### config.mk
export PLATFORM = sky130hd
export DESIGN_NAME = sseg_display_arbiter
export DESIGN_NICKNAME = d
export VERILOG_FILES = /design/src/rtl/sseg_display_arbiter.sv
export SDC_FILE = /design/constraint.sdc
export NUM_CORES = 1
export LEC_CHECK = 0
export BUFFER_PORTS_ARGS = -buffer_cell sky130_fd_sc_hd__buf_2
export CORE_MARGIN = 5
export CORE_UTILIZATION = 48
export DETAILED_ROUTE_END_ITERATION = 10
export GPL_ROUTABILITY_DRIVEN = 1
export PLACE_DENSITY_LB_ADDON = 0.3
export SLEW_MARGIN = 15
export SYNTH_ARGS = -nofsm -noshare
export SYNTH_HDL_FRONTEND = slang
export SYNTH_SLANG_ARGS = --single-unit
### constraint.sdc
create_clock -name clk -period 3.67 [get_ports clk]
set_clock_uncertainty 0.15 [all_clocks]
set_input_delay 0.5505 -clock clk [delete_from_list [all_inputs] [get_ports clk]]
set_output_delay 0.5505 -clock clk [all_outputs]
set_load 0.05 [all_outputs]
### src/rtl/sseg_display_arbiter.sv
// Round-robin arbiter sharing one 4-digit seven-segment display between NREQ requesters.
// Optional macro ARB_PRIO0_EN makes requester 0 urgent (wins in IDLE, preempts other owners).
module sseg_display_arbiter #(
    parameter int NREQ        = 4,
    parameter int HOLD_W      = 24,
    parameter int HOLD_CYCLES = 1000000,
    localparam int OW         = (NREQ > 1) ? $clog2(NREQ) : 1
) (
    input  logic               clk,
    input  logic               rst_n,
    input  logic [NREQ-1:0]    req,
    input  logic [16*NREQ-1:0] data,
    output logic [NREQ-1:0]    grant,
    output logic [OW-1:0]      owner,
    output logic               busy,
    output logic [15:0]        disp_out
);

    typedef enum logic {IDLE, SHOW} state_t;

    localparam logic [HOLD_W-1:0] HOLD_RELOAD = HOLD_W'(HOLD_CYCLES - 1);

    state_t            state;
    logic [HOLD_W-1:0] ctr;

    logic              any_found;
    logic [OW-1:0]     any_idx;
    logic              other_found;
    logic [OW-1:0]     other_idx;
    logic              load_en;
    logic [OW-1:0]     load_idx;

    // Round-robin search from owner+1 upward; the owner itself is the last candidate.
    always_comb begin
        any_found   = 1'b0;
        any_idx     = owner;
        other_found = 1'b0;
        other_idx   = owner;
        for (int k = 1; k <= NREQ; k++) begin
            int idx;
            idx = int'(owner) + k;
            if (idx >= NREQ) idx = idx - NREQ;
            if (!any_found && req[idx]) begin
                any_found = 1'b1;
                any_idx   = OW'(idx);
            end
            if (k < NREQ && !other_found && req[idx]) begin
                other_found = 1'b1;
                other_idx   = OW'(idx);
            end
        end
    end

    always_comb begin
        load_en  = 1'b0;
        load_idx = owner;
        if (state == IDLE) begin
            if (any_found) begin
                load_en  = 1'b1;
                load_idx = any_idx;
            end
        end else if (ctr == '0 && other_found) begin
            load_en  = 1'b1;
            load_idx = other_idx;
        end
`ifdef ARB_PRIO0_EN
        // An owner other than 0 is cut short as soon as requester 0 asks.
        if (req[0] && (state == IDLE || owner != '0)) begin
            load_en  = 1'b1;
            load_idx = '0;
        end
`endif
    end

    always_ff @(posedge clk or negedge rst_n) begin
        if (!rst_n) begin
            state    <= IDLE;
            grant    <= '0;
            owner    <= OW'(NREQ - 1);
            disp_out <= 16'h0000;
            ctr      <= '0;
        end else if (load_en) begin
            state    <= SHOW;
            grant    <= NREQ'(1) << load_idx;
            owner    <= load_idx;
            disp_out <= data[16*load_idx +: 16];
            ctr      <= HOLD_RELOAD;
        end else if (state == SHOW) begin
            if (ctr != '0) ctr <= ctr - 1'b1;
            // Track the owner's live value; once it drops its request the display freezes.
            if (req[owner]) begin
                disp_out <= data[16*owner +: 16];
            end else if (ctr == '0) begin
                state <= IDLE;
                grant <= '0;
            end
        end
    end

    assign busy = (state == SHOW);

endmodule
Word level (Yosys, flattened, before mapping)
Index checks and enable logic that the tools add are counted.
{ "totals": {"elab_cells": 89, "inputBits": 70, "out_inout_bits": 23, "reg_bits": 47} }
{ "op_classes": {"eq_ne": 1, "n_mux": 46, "n_reduce_logical": 16, "n_addsub": 9, "n_shift": 3, "order_cmp": 9} }
{ "op_table": {"columns": ["op", "count"], "rows": [
  ["less-than comparator 32 x 4 -> 1 bit, second input constant", 4],
  ["two-way mux 32 bit", 4],
  ["variable part select 64 x 7 -> 16 bit", 2],
  ["two-way mux 24 bit", 3],
  ["two-way mux 16 bit", 3],
  ["zero test 24 bit", 1],
  ["nonzero test 24 bit", 1],
  ["subtractor 24 x 1 -> 24 bit, second input constant", 1],
  ["two-way mux 1 bit", 20],
  ["two-way mux 4 bit", 4],
  ["two-way mux 2 bit", 7],
  ["subtractor 3 x 3 -> 4 bit, second input constant", 3],
  ["binary-select mux 1 bit (select 2 bit)", 5],
  [">= comparator 3 bit, second input constant", 3],
  ["nonzero test 2 bit", 4],
  ["adder 2 x 2 -> 3 bit, second input constant", 2],
  ["subtractor 4 x 3 -> 5 bit, second input constant", 1],
  ["adder 2 x 3 -> 4 bit, second input constant", 1],
  [">= comparator 4 x 3 -> 1 bit, second input constant", 1],
  ["logical AND 1 bit", 4],
  ["AND reduction 2 bit", 2],
  ["left shift 1 x 2 -> 4 bit, first input constant", 1],
  ["adder 2 x 1 -> 3 bit, second input constant", 1],
  ["zero test 1 bit", 3],
  ["other kinds (3)", 3]
]} }

Longest topological paths before layout
Gate-level depths: netlist (run 1).
{ "logic_depth": {"ltp_word": 20, "depth_mapped": 12, "ltp_nobuf": 9} }

Worst setup path after synthesis (run 1)
OpenSTA, ideal clock, no wires.
{ "synth_path": {"path_type": "flip-flop to flip-flop", "startpoint": "reg ctr[13]", "endpoint": "reg disp_out[10]", "synth_period_minus_slack_ns": 2.945, "path_slack_ns": 0.725, "n_path_buf": 4, "arrival_ns": 2.702, "setup_ns": 0.094, "path_stages_with_launch": 11, "required_ns": 3.426, "cell_sequence": "dfrtp_1 or4_4 buf_6 or4b_4 buf_6 o21ai_2 a21oi_1 buf_2 buf_2 mux2i_1 a221oi_2"} }
{ "synth_via": {"elab_chain_len": 6, "word_cells_on_any_way": 11, "cone_classes": "1 x shift; 5 x mux; 5 x reduce/logical"} }
{ "synth_rtl": {"columns": ["item", "line_no", "text"], "rows": [
  ["start: declaration", "24", "logic [HOLD_W-1:0] ctr;"],
  ["start signal: assignment", "89", "if (ctr != '0) ctr <= ctr - 1'b1;"],
  ["zero test 24 bit *", "62", "end else if (ctr == '0 && other_found) begin"],
  ["logical AND 1 bit *", "62", null],
  ["two-way mux 2 bit or two-way mux 1 bit (tied branches)", "62", null],
  ["two-way mux 2 bit or two-way mux 1 bit (tied branches)", "57", "if (state == IDLE) begin"],
  ["variable part select 64 x 7 -> 16 bit or nonzero test 2 bit (tied branches)", null, null],
  ["two-way mux 16 bit or AND reduction 2 bit (tied branches)", null, null],
  ["end signal: assignment", "86", "disp_out <= data[16*load_idx +: 16];"],
  ["end signal: assignment", "92", "disp_out <= data[16*owner +: 16];"],
  ["end: declaration", "16", "output logic [15:0] disp_out"]
]} }
Every way passes the cells marked *; elsewhere a longest branch is shown, timed or not.
A chain may end at the register's enable or synchronous reset.

Final worst setup path (run 1)
{ "layout_path": {"startpoint": "reg ctr[16]", "endpoint": "reg disp_out[4]"} }
The elaborated chain is that of the path after synthesis.

==> flow_summary_export.csv, run 1 <==
group,metric,value,unit
run_status,status,"finished, final reports clean",
routing,finalWirelength,6.60,mm
cells_and_area,final_cell_mix,"buf_2, dfrtp_1, nor2_1, mux2i_1, xnor2_1",
synthesis,avgSynthCellArea,10.3,um^2
routing,drt-pass1-iter-count,4,
routing,vias_per_cell,5.43,
sta,worst_slack,563,ps
clocking,clock_path_buffers,2,
cells_and_area,finalInstanceArea,3450,um^2
synthesis,synthDistinctLibCells,56,
placement,dp_hpwl,4.91,mm
sta,finalSetupViolCount,0,
synthesis,yosys_warnings,0,
floorplanning,initial_utilization,48.6,%
critical_path,startpoint,"ctr[16]",
critical_path,critPathMaxFanout,35,
synthesis,synth_cells,274,
cells_and_area,fin_util,59.3,%
critical_path,crit_chain,"or4_4 > or4b_4 > o21ai_2 > a21oi_4 > buf_4 > mux2i_1 > a221oi_1",
sta,whs,354,ps
routing,wl_per_cell,15.1,um
floorplanning,die_area,7530,um^2
floorplanning,die_height,86.8,um
synthesis,synthesis.nets,346,
critical_path,r2r_setup_slack,560,ps
clocking,htree_levels,2,
clocking,post-cts-setup-buffers,0,
critical_path,regToRegStartpoint,"ctr[16]",
clocking,cts-root-buf,"clkbuf_8",
floorplanning,fp.dieW,86.8,um
pwr,p_leak,0.00170,uW
sta,max_clock_freq,322,MHz
clocking,cts_sinks,47,
floorplanning,core,5820,um^2
routing,first_iter_violations,120,
placement,placed_cell_area,3300,um^2
critical_path,cp-endpoint,"disp_out[4]",
routing,drcViolationCount,0,
critical_path,reg2reg_depth,7,
sta,rsz0062_at_grt,"false",
synthesis,async_flop_share,100,%
global_routing,antenna_found_initial,0,
routing,vias,2369,
cells_and_area,n_antenna_cell,0,
critical_path,crit_slowest_cell,"or4b_4",
clocking,clock_latency,290,ps
clocking,tritoncts,"yes",
synthesis,synth_edf_count,0,
floorplanning,core.rowCount,28,
cells_and_area,area_growth,21.9,%
placement,globalplace.congestion,0.805,
critical_path,rr_endpoint,"disp_out[4]",
sta,tns,0,ps
sta,min_period_over_period,84.7,%
sta,slew_headroom,53.3,%
cells_and_area,post_route_cells_drive_above_1_share,36.3,%
sta,final_max_slew_viol_count,0,
clocking,path_clk_slew,90,ps
run,cap_viol_max_count,0,
sta,fin_crit,3110,ps
sta,hold_violations,0,
global_routing,grt_overflow_total,0,
pwr,power.density,351,nW/um^2
floorplanning,io_pins,93,
critical_path,worstSetupPathType,"register to register",
synthesis,mappedNetlistArea,2830,um^2
critical_path,slowest_delay,610,ps
synthesis,yosys_most_used_dff,"dfrtp_1",
global_routing,track_usage,18.9,%
synthesis,ys_ff_latch,47,
synthesis,seq_area_frac_synth,41.7,%
global_routing,grt_pass1_vias,2510,
cells_and_area,mostFrequentLayoutCell,"buf_2",
critical_path,setup.worst_path.start_class,"register",
hold_path,hp-start,"grant[0]",
pwr,ir_drop,0.180,mV
clocking,cts_buffers,5,
critical_path,required,3700,ps
cells_and_area,nets,432,
critical_path,cp.arrival,3140,ps
sta,tightestPinTransition,696,ps
routing,detail-route-antenna-nets,0,
placement,dpl_worst_slack,577,ps
placement,io_buffers,92,
global_routing,grt_pass1_wl,11.6,mm
critical_path,cp-end-kind,"register",
global_routing,grt_max_degree,48,
hold_path,hp-class,"register to register",
-- cell type report --
type | instances | area (um^2)
timing repair buffer | 98 | 520
clock inverter | 2 | 35.0
multi-input combinational | 199 | 1500
fill | 522 | 2370
clock buffer | 6 | 82.6
inverter | 9 | 33.8
tap | 75 | 93.8
sequential | 47 | 1180
-- power by group --
group	total, uW	leakage [uW]	internal, uW	switching, uW
Clock	392	0.0000612	221	171
Sequential	563	0.000546	544	18.3
Combinational	257	0.00109	92.1	165
-- worst min path at each step --
stage | endpoint | cells past startpoint | slack [ps]
6_report | grant[0] | 1 | 350
5_1_grt | grant[2] | 1 | 370
4_1_cts | ctr[1] | 1 | 320
3_5_place_dp | grant[0] | 1 | 340
3_3_place_gp | grant[0] | 1 | 340
2_1_floorplan | busy | 0 | 100
-- per-layer routing --
metal	track usage (%)	share of wire (%)
met1	25.3	45
met2	30.7	47
met3	5.13	7.0
met4	3.82	0.53
met5	0	0
-- worst max-delay path, delay by kind of cell (launching register included) --
family                 cells  cell delay [ps]
AO/OA/AOI/OAI              3              710
flip-flops                 1              440
AND/OR/NAND/NOR            2             1170
buffers and inverters      1              310
multiplexers               1              180
-- synth_stat cells, types with 5 or more instances --
cell | number | area [um^2]
nand2_1 | 16 | 60.1
xnor2_1 | 19 | 166
nor4_1 | 9 | 56.3
dfrtp_1 | 45 | 1130
buf_2 | 6 | 30.0
inv_1 | 8 | 30.0
a221oi_2 | 10 | 150
nor2_1 | 40 | 150
a221oi_1 | 7 | 61.3
mux2i_1 | 33 | 330
a21oi_1 | 5 | 25.0
clkbuf_1 | 6 | 22.5
nor3_1 | 6 | 30.0
-- sequential cells by signal (all words and copies together) (netlist names) --
signal / cells
grant: 4
disp_out: 16
busy: 1
ctr: 24
owner: 2
-- metrics by stage --
| step | cells | power [uW] |
|---|---|---|
| after floorplan | 274 | 741 |
| after global placement | 426 | 826 |
| after detailed placement | 426 | 829 |
| after CTS | 434 | 1220 |
| after global routing | 436 | 1270 |
| final | 436 | 1210 |
-- kinds of logic after synthesis --
logic type / synth area share [%]
adders and majority gates: 0.884
and+or+nand+nor: 17.6
DFF: 41.7
muxes: 12.5
xor gates and xnor gates: 6.19
AOI/OAI and AO/OA: 15.6
buffers and inverters: 5.57
-- what timing repair did --
action                    in CTS  in global routing
hold buffers                   0                  1
hold endpoints to repair       0                 11
resized for setup              0                  0
No activity file was read; power rests on OpenSTA's default activity.
==> inputs of run 2 (changes only) <==
--- a/config.mk
+++ b/config.mk
@@ -5,6 +5,7 @@
 export SDC_FILE = /design/constraint.sdc
 export NUM_CORES = 1
 export LEC_CHECK = 0
+export ABC_AREA = 1
 export BUFFER_PORTS_ARGS = -buffer_cell sky130_fd_sc_hd__buf_2
 export CORE_MARGIN = 5
 export CORE_UTILIZATION = 48
==> constraint.sdc (replaced) <==
create_clock -name clk -period 2.99 [get_ports clk]
set_clock_uncertainty 0.15 [all_clocks]
set_input_delay 0.4485 -clock clk [delete_from_list [all_inputs] [get_ports clk]]
set_output_delay 0.4485 -clock clk [all_outputs]
set_load 0.05 [all_outputs]
==> flow_summary_export.csv, run 2 <==
group,metric,value,unit
run_status,status,"finished, violations left",
run_status,violations,"negative hold slack",
placement,placed_cell_area,3630,um^2
routing,vias_per_cell,5.57,
cells_and_area,area_growth,17.4,%
synthesis,synth_edf_count,0,
floorplanning,fp.dieW,91.4,um
routing,finalWirelength,8.85,mm
synthesis,ys_ff_latch,47,
clocking,clock_latency,310,ps
clocking,cts-resized-gates,0,
routing,vias,3444,
clocking,post-cts-setup-buffers,0,
critical_path,setup.worst_path.start_class,"register",
cells_and_area,n_antenna_cell,0,
routing,drt-pass1-iter-count,5,
global_routing,grt_overflow_total,0,
routing,wl_per_cell,14.3,um
cells_and_area,mostFrequentLayoutCell,"nand2_1",
sta,final_max_slew_viol_count,0,
sta,max_clock_freq,367,MHz
synthesis,synthDistinctLibCells,34,
floorplanning,initial_utilization,49.8,%
sta,min_period_over_period,91.1,%
sta,tns,0,ps
cells_and_area,largest_register_ffs,24,
floorplanning,io_pins,93,
synthesis,seq_area_frac_synth,37.1,%
critical_path,worstSetupPathType,"register to register",
synthesis,synthTopCellsByCount,"nand2_1, nand3_1, dfrtp_1",
critical_path,r2r_setup_slack,270,ps
synthesis,synthTopCellsByArea,"dfrtp_1, nand2_1, nand3_1",
routing,first_iter_violations,315,
cells_and_area,reg_top3,"ctr x24, disp_out x16, grant x4",
pwr,power,1300,uW
critical_path,cp.arrival,2780,ps
clocking,postCtsHoldBufs,0,
cells_and_area,nets,612,
sta,finalSetupViolCount,0,
global_routing,grt_max_degree,48,
cells_and_area,finalInstanceArea,3730,um^2
global_routing,grt_pass1_wl,15.0,mm
critical_path,critPathMaxFanout,17,
clocking,clock_path_buffers,2,
sta,hold_violations,29,
sta,slew_headroom,60.7,%
cells_and_area,post_route_cells_drive_above_1_share,23.8,%
routing,drcViolationCount,0,
global_routing,track_usage,21.1,%
run,cap_viol_max_count,0,
placement,dp_hpwl,6.40,mm
synthesis,synthesis.nets,530,
synthesis,yosys_warnings,0,
clocking,htree_levels,2,
critical_path,required,3050,ps
placement,io_buffers,92,
sta,rsz0062_at_grt,"false",
synthesis,mappedNetlistArea,3180,um^2
hold_path,hp-class,"input pin to asynchronous set/reset pin",
floorplanning,die_height,91.4,um
critical_path,cp-end-kind,"register",
synthesis,yosys_most_used_dff,"dfrtp_1",
synthesis,synthDominantCellAreaShare,35.4,%
synthesis,synth_top_area_cell,"dfrtp_1",
floorplanning,die_area,8350,um^2
sta,tightestPinTransition,590,ps
clocking,cts_sinks,47,
global_routing,grt_pass1_vias,3258,
synthesis,synth_cells,458,
pwr,power.density,348,nW/um^2
synthesis,async_flop_share,100,%
placement,post-place-cells,610,
synthesis,synth.most_common_cell,"nand2_1",
floorplanning,core,6390,um^2
global_routing,antenna_found_initial,0,
cells_and_area,regMostFlops,"ctr",
cells_and_area,fin_cells,618,
pwr,p_leak,0.00189,uW
clocking,cts-root-buf,"clkbuf_8",
clocking,tritoncts,"yes",
clocking,path_clk_slew,90,ps
routing,detail-route-antenna-nets,0,
pwr,ir_drop,0.221,mV
synthesis,avgSynthCellArea,6.94,um^2
placement,globalplace.congestion,0.863,
sta,whs,-13.9,ps
cells_and_area,final_cell_mix,"nand2_1, buf_2, nand3_1, dfrtp_1, nand4_1",
floorplanning,core.rowCount,29,
sta,fin_crit,2720,ps
clocking,cts_buffers,5,
## run 2: final timing paths
check	start	to	depth (start not counted)
hold / removal	rst_n	grant[1]	1
min in group clk	data[41]	disp_out[9]	5
setup / recovery	owner[0]	disp_out[4]	15
max in group asynchronous	rst_n	ctr[4]	1
setup reg to reg	owner[0]	disp_out[4]	15
hold reg to reg	disp_out[6]	disp_out[6]	2
## run 2: metrics by stage
step	util, %	setup WS [ps]
5_1_grt	58.4	39.0
6_report	58.4	267
3_3_place_gp	56.9	427
4_1_cts	58.4	275
3_5_place_dp	56.9	284
2_1_floorplan	-	624
## run 2: layout make-up
cell class / count / area, um^2
fill: 591 / 2650
clock inverter: 1 / 8.76
inverter: 35 / 136
timing repair buffer: 97 / 500
tap: 77 / 96.3
clock buffer: 7 / 86.3
multi-input combinational: 354 / 1730
sequential: 47 / 1180
## run 2: cell families (layout without fill, tap and decap cells)
group | after synthesis | after routing | synth area share (%)
AO/OA/AOI/OAI | 29 | 29 | 4.92
XOR/XNOR | 7 | 7 | 1.93
adder cells (fa/ha/maj) | 2 | 2 | 0.787
buffers and inverters | 57 | 140 | 8.62
flip-flops | 47 | 47 | 37.1
AND/OR/NAND/NOR | 316 | 316 | 46.7
## run 2: power breakdown
part	switching (uW)	internal [uW]	total [uW]
clock network	220	190	410
registers	11.3	654	666
logic	147	75.0	222
## run 2: critical path, stage by stage (launching register included)
cell     delay (ps)
dfstp_2         670
inv_2           140
nand2_1          90
nand2_1         100
nand2_2         120
nand2_4          70
inv_4            70
nand3_2          80
nand2_2         100
nand2_1          90
nand2_4         190
inv_4           130
nor2_8          240
inv_2           200
nand3_1         130
nand2_1          50
## run 2: per-layer routing
metal / vias up / track usage (%) / wire [um]
met4: 0 / 6.85 / 168
met5: - / 0 / 0
met1: 1592 / 29.4 / 3890
li1: 1701 / - / -
met3: 18 / 5.21 / 686
met2: 133 / 32.2 / 4110
==> inputs of run 3 (changes only) <==
--- a/config.mk
+++ b/config.mk
@@ -7,11 +7,13 @@
 export LEC_CHECK = 0
 export ABC_AREA = 1
 export BUFFER_PORTS_ARGS = -buffer_cell sky130_fd_sc_hd__buf_2
+export CAP_MARGIN = 20
 export CORE_MARGIN = 5
 export CORE_UTILIZATION = 48
 export DETAILED_ROUTE_END_ITERATION = 10
 export GPL_ROUTABILITY_DRIVEN = 1
 export PLACE_DENSITY_LB_ADDON = 0.3
+export RECOVER_POWER = 50
 export SLEW_MARGIN = 15
 export SYNTH_ARGS = -nofsm -noshare
 export SYNTH_HDL_FRONTEND = slang
==> flow_summary_export.csv, run 3 (synthesis results as in run 2) <==
group,metric,value,unit
run_status,status,"finished, final reports clean",
pwr,comb_power_share,16.9,%
sta,finalSetupViolCount,0,
clocking,path_clk_slew,90,ps
global_routing,grt_max_degree,48,
clocking,cts-resized-gates,0,
floorplanning,die_area,8350,um^2
critical_path,crit_slowest_cell,"dfstp_2",
floorplanning,io_pins,93,
routing,vias,3455,
global_routing,antenna_found_initial,0,
cells_and_area,final_cell_mix,"nand2_1, buf_2, nand3_1, dfrtp_1, nand4_1",
critical_path,reg2reg_depth,15,
floorplanning,die_height,91.4,um
sta,tns,0,ps
critical_path,setup.worst_path.start_class,"register",
pwr,clkPwrFrac,31.7,%
cells_and_area,n_antenna_cell,0,
routing,first_iter_violations,305,
global_routing,grt_overflow_total,0,
critical_path,slowest_delay,670,ps
pwr,power.share.switching,29.3,%
critical_path,critPathMaxFanout,17,
routing,drcViolationCount,0,
floorplanning,initial_utilization,49.8,%
placement,post-place-cells,610,
pwr,seqPwrFrac,51.4,%
clocking,tritoncts,"yes",
clocking,htree_levels,2,
clocking,post-cts-setup-buffers,0,
cells_and_area,regMostFlops,"ctr",
pwr,ir_drop,0.222,mV
routing,vias_per_cell,5.59,
routing,detail-route-antenna-nets,0,
sta,fin_crit,2730,ps
global_routing,grt_pass1_vias,3258,
floorplanning,fp.dieW,91.4,um
cells_and_area,nets,612,
cells_and_area,fin_cells,618,
placement,dp_hpwl,6.40,mm
global_routing,track_usage,21.1,%
cells_and_area,largest_register_ffs,24,
sta,hold_violations,0,
cells_and_area,area_growth,16.9,%
sta,slew_headroom,23.2,%
clocking,cts_sinks,47,
critical_path,startpoint,"owner[0]",
critical_path,cp.arrival,2790,ps
sta,min_period_over_period,91.4,%
critical_path,crit_path_frequent_cell,"nand2_1",
pwr,internal_power,916,uW
run,cap_viol_max_count,0,
routing,drt-pass1-iter-count,5,
cells_and_area,reg_top3,"ctr x24, disp_out x16, grant x4",
floorplanning,core.rowCount,29,
placement,io_buffers,92,
global_routing,grt_pass1_wl,15.0,mm
clocking,cts_buffers,5,
clocking,postCtsHoldBufs,0,
sta,final_max_slew_viol_count,0,
critical_path,cp-end-kind,"register",
pwr,p_leak,0.00185,uW
critical_path,required,3050,ps
critical_path,regToRegStartpoint,"owner[0]",
routing,wl_per_cell,14.3,um
critical_path,worstSetupPathType,"register to register",
hold_path,hp-class,"input pin to asynchronous set/reset pin",
clocking,cts-root-buf,"clkbuf_8",
critical_path,crit_chain,"inv_2 > nand2_1 > nand2_1 > nand2_2 > nand2_4 > inv_4 > nand3_2 > nand2_2 > nand2_1 > nand2_4 > inv_4 > nor2_8 > inv_2 > nand3_1 > nand2_1",
placement,globalplace.congestion,0.863,
routing,finalWirelength,8.84,mm
sta,rsz0062_at_grt,"false",
floorplanning,core,6390,um^2
sta,tightestPinTransition,1150,ps
pwr,power.density,349,nW/um^2
cells_and_area,post_route_cells_drive_above_1_share,21.8,%
sta,max_clock_freq,366,MHz
cells_and_area,n_fill_cell,600,
cells_and_area,mostFrequentLayoutCell,"nand2_1",
cells_and_area,fin_util,58.2,%
clocking,clock_latency,310,ps
clocking,clock_path_buffers,2,
pwr,p_switching,380,uW
run 3: area by class of cell:
| type | instances | area, um^2 | share of cell area [%] |
|---|---|---|---|
| inverter | 35 | 136 | 3.67 |
| tap | 77 | 96.3 | 2.59 |
| clock inverter | 1 | 8.76 | 0.236 |
| multi-input combinational | 354 | 1730 | 46.4 |
| timing repair buffer | 97 | 484 | 13.0 |
| clock buffer | 7 | 86.3 | 2.32 |
| sequential | 47 | 1180 | 31.7 |
run 3: power groups by stage:
stage / combinational, uW / sequential [uW] / clock (uW)
floorplan: 63.6 / 746 / 0
global placement: 220 / 678 / 0
detailed placement: 223 / 677 / 0
CTS: 224 / 665 / 419
global route: 240 / 669 / 442
finish: 219 / 666 / 411
run 3: through the flow:
step	hold slack [ps]	setup WS [ps]	total power [uW]	cell area, um^2
2_1_floorplan	2.91	624	810	3180
3_3_place_gp	309	427	898	3630
3_5_place_dp	311	284	901	3630
4_1_cts	200	275	1310	3730
5_1_grt	308	39.0	1350	3720
6_report	207	258	1300	3720
run 3: final timing paths:
kind,endpoint,slack (ps)
min,grant[1],210
max in group asynchronous,ctr[4],1780
max,disp_out[4],260
min in group clk,disp_out[15],300
max reg2reg,disp_out[4],260
min reg2reg,disp_out[6],330
run 3: metal layers:
| metal | vias up | share of wire (%) | global-route usage [%] |
|---|---|---|---|
| li1 | 1699 | - | - |
| met1 | 1622 | 45 | 29.4 |
| met2 | 118 | 46 | 32.2 |
| met3 | 16 | 7.0 | 5.21 |
| met4 | 0 | 1.9 | 6.85 |
| met5 | - | 0 | 0 |
run 3: worst max-delay path: cells and delay by family, from the launching register on:
family	cells	cell delay (ps)
flip-flops	1	670
buffers and inverters	4	540
AND/OR/NAND/NOR	11	1250
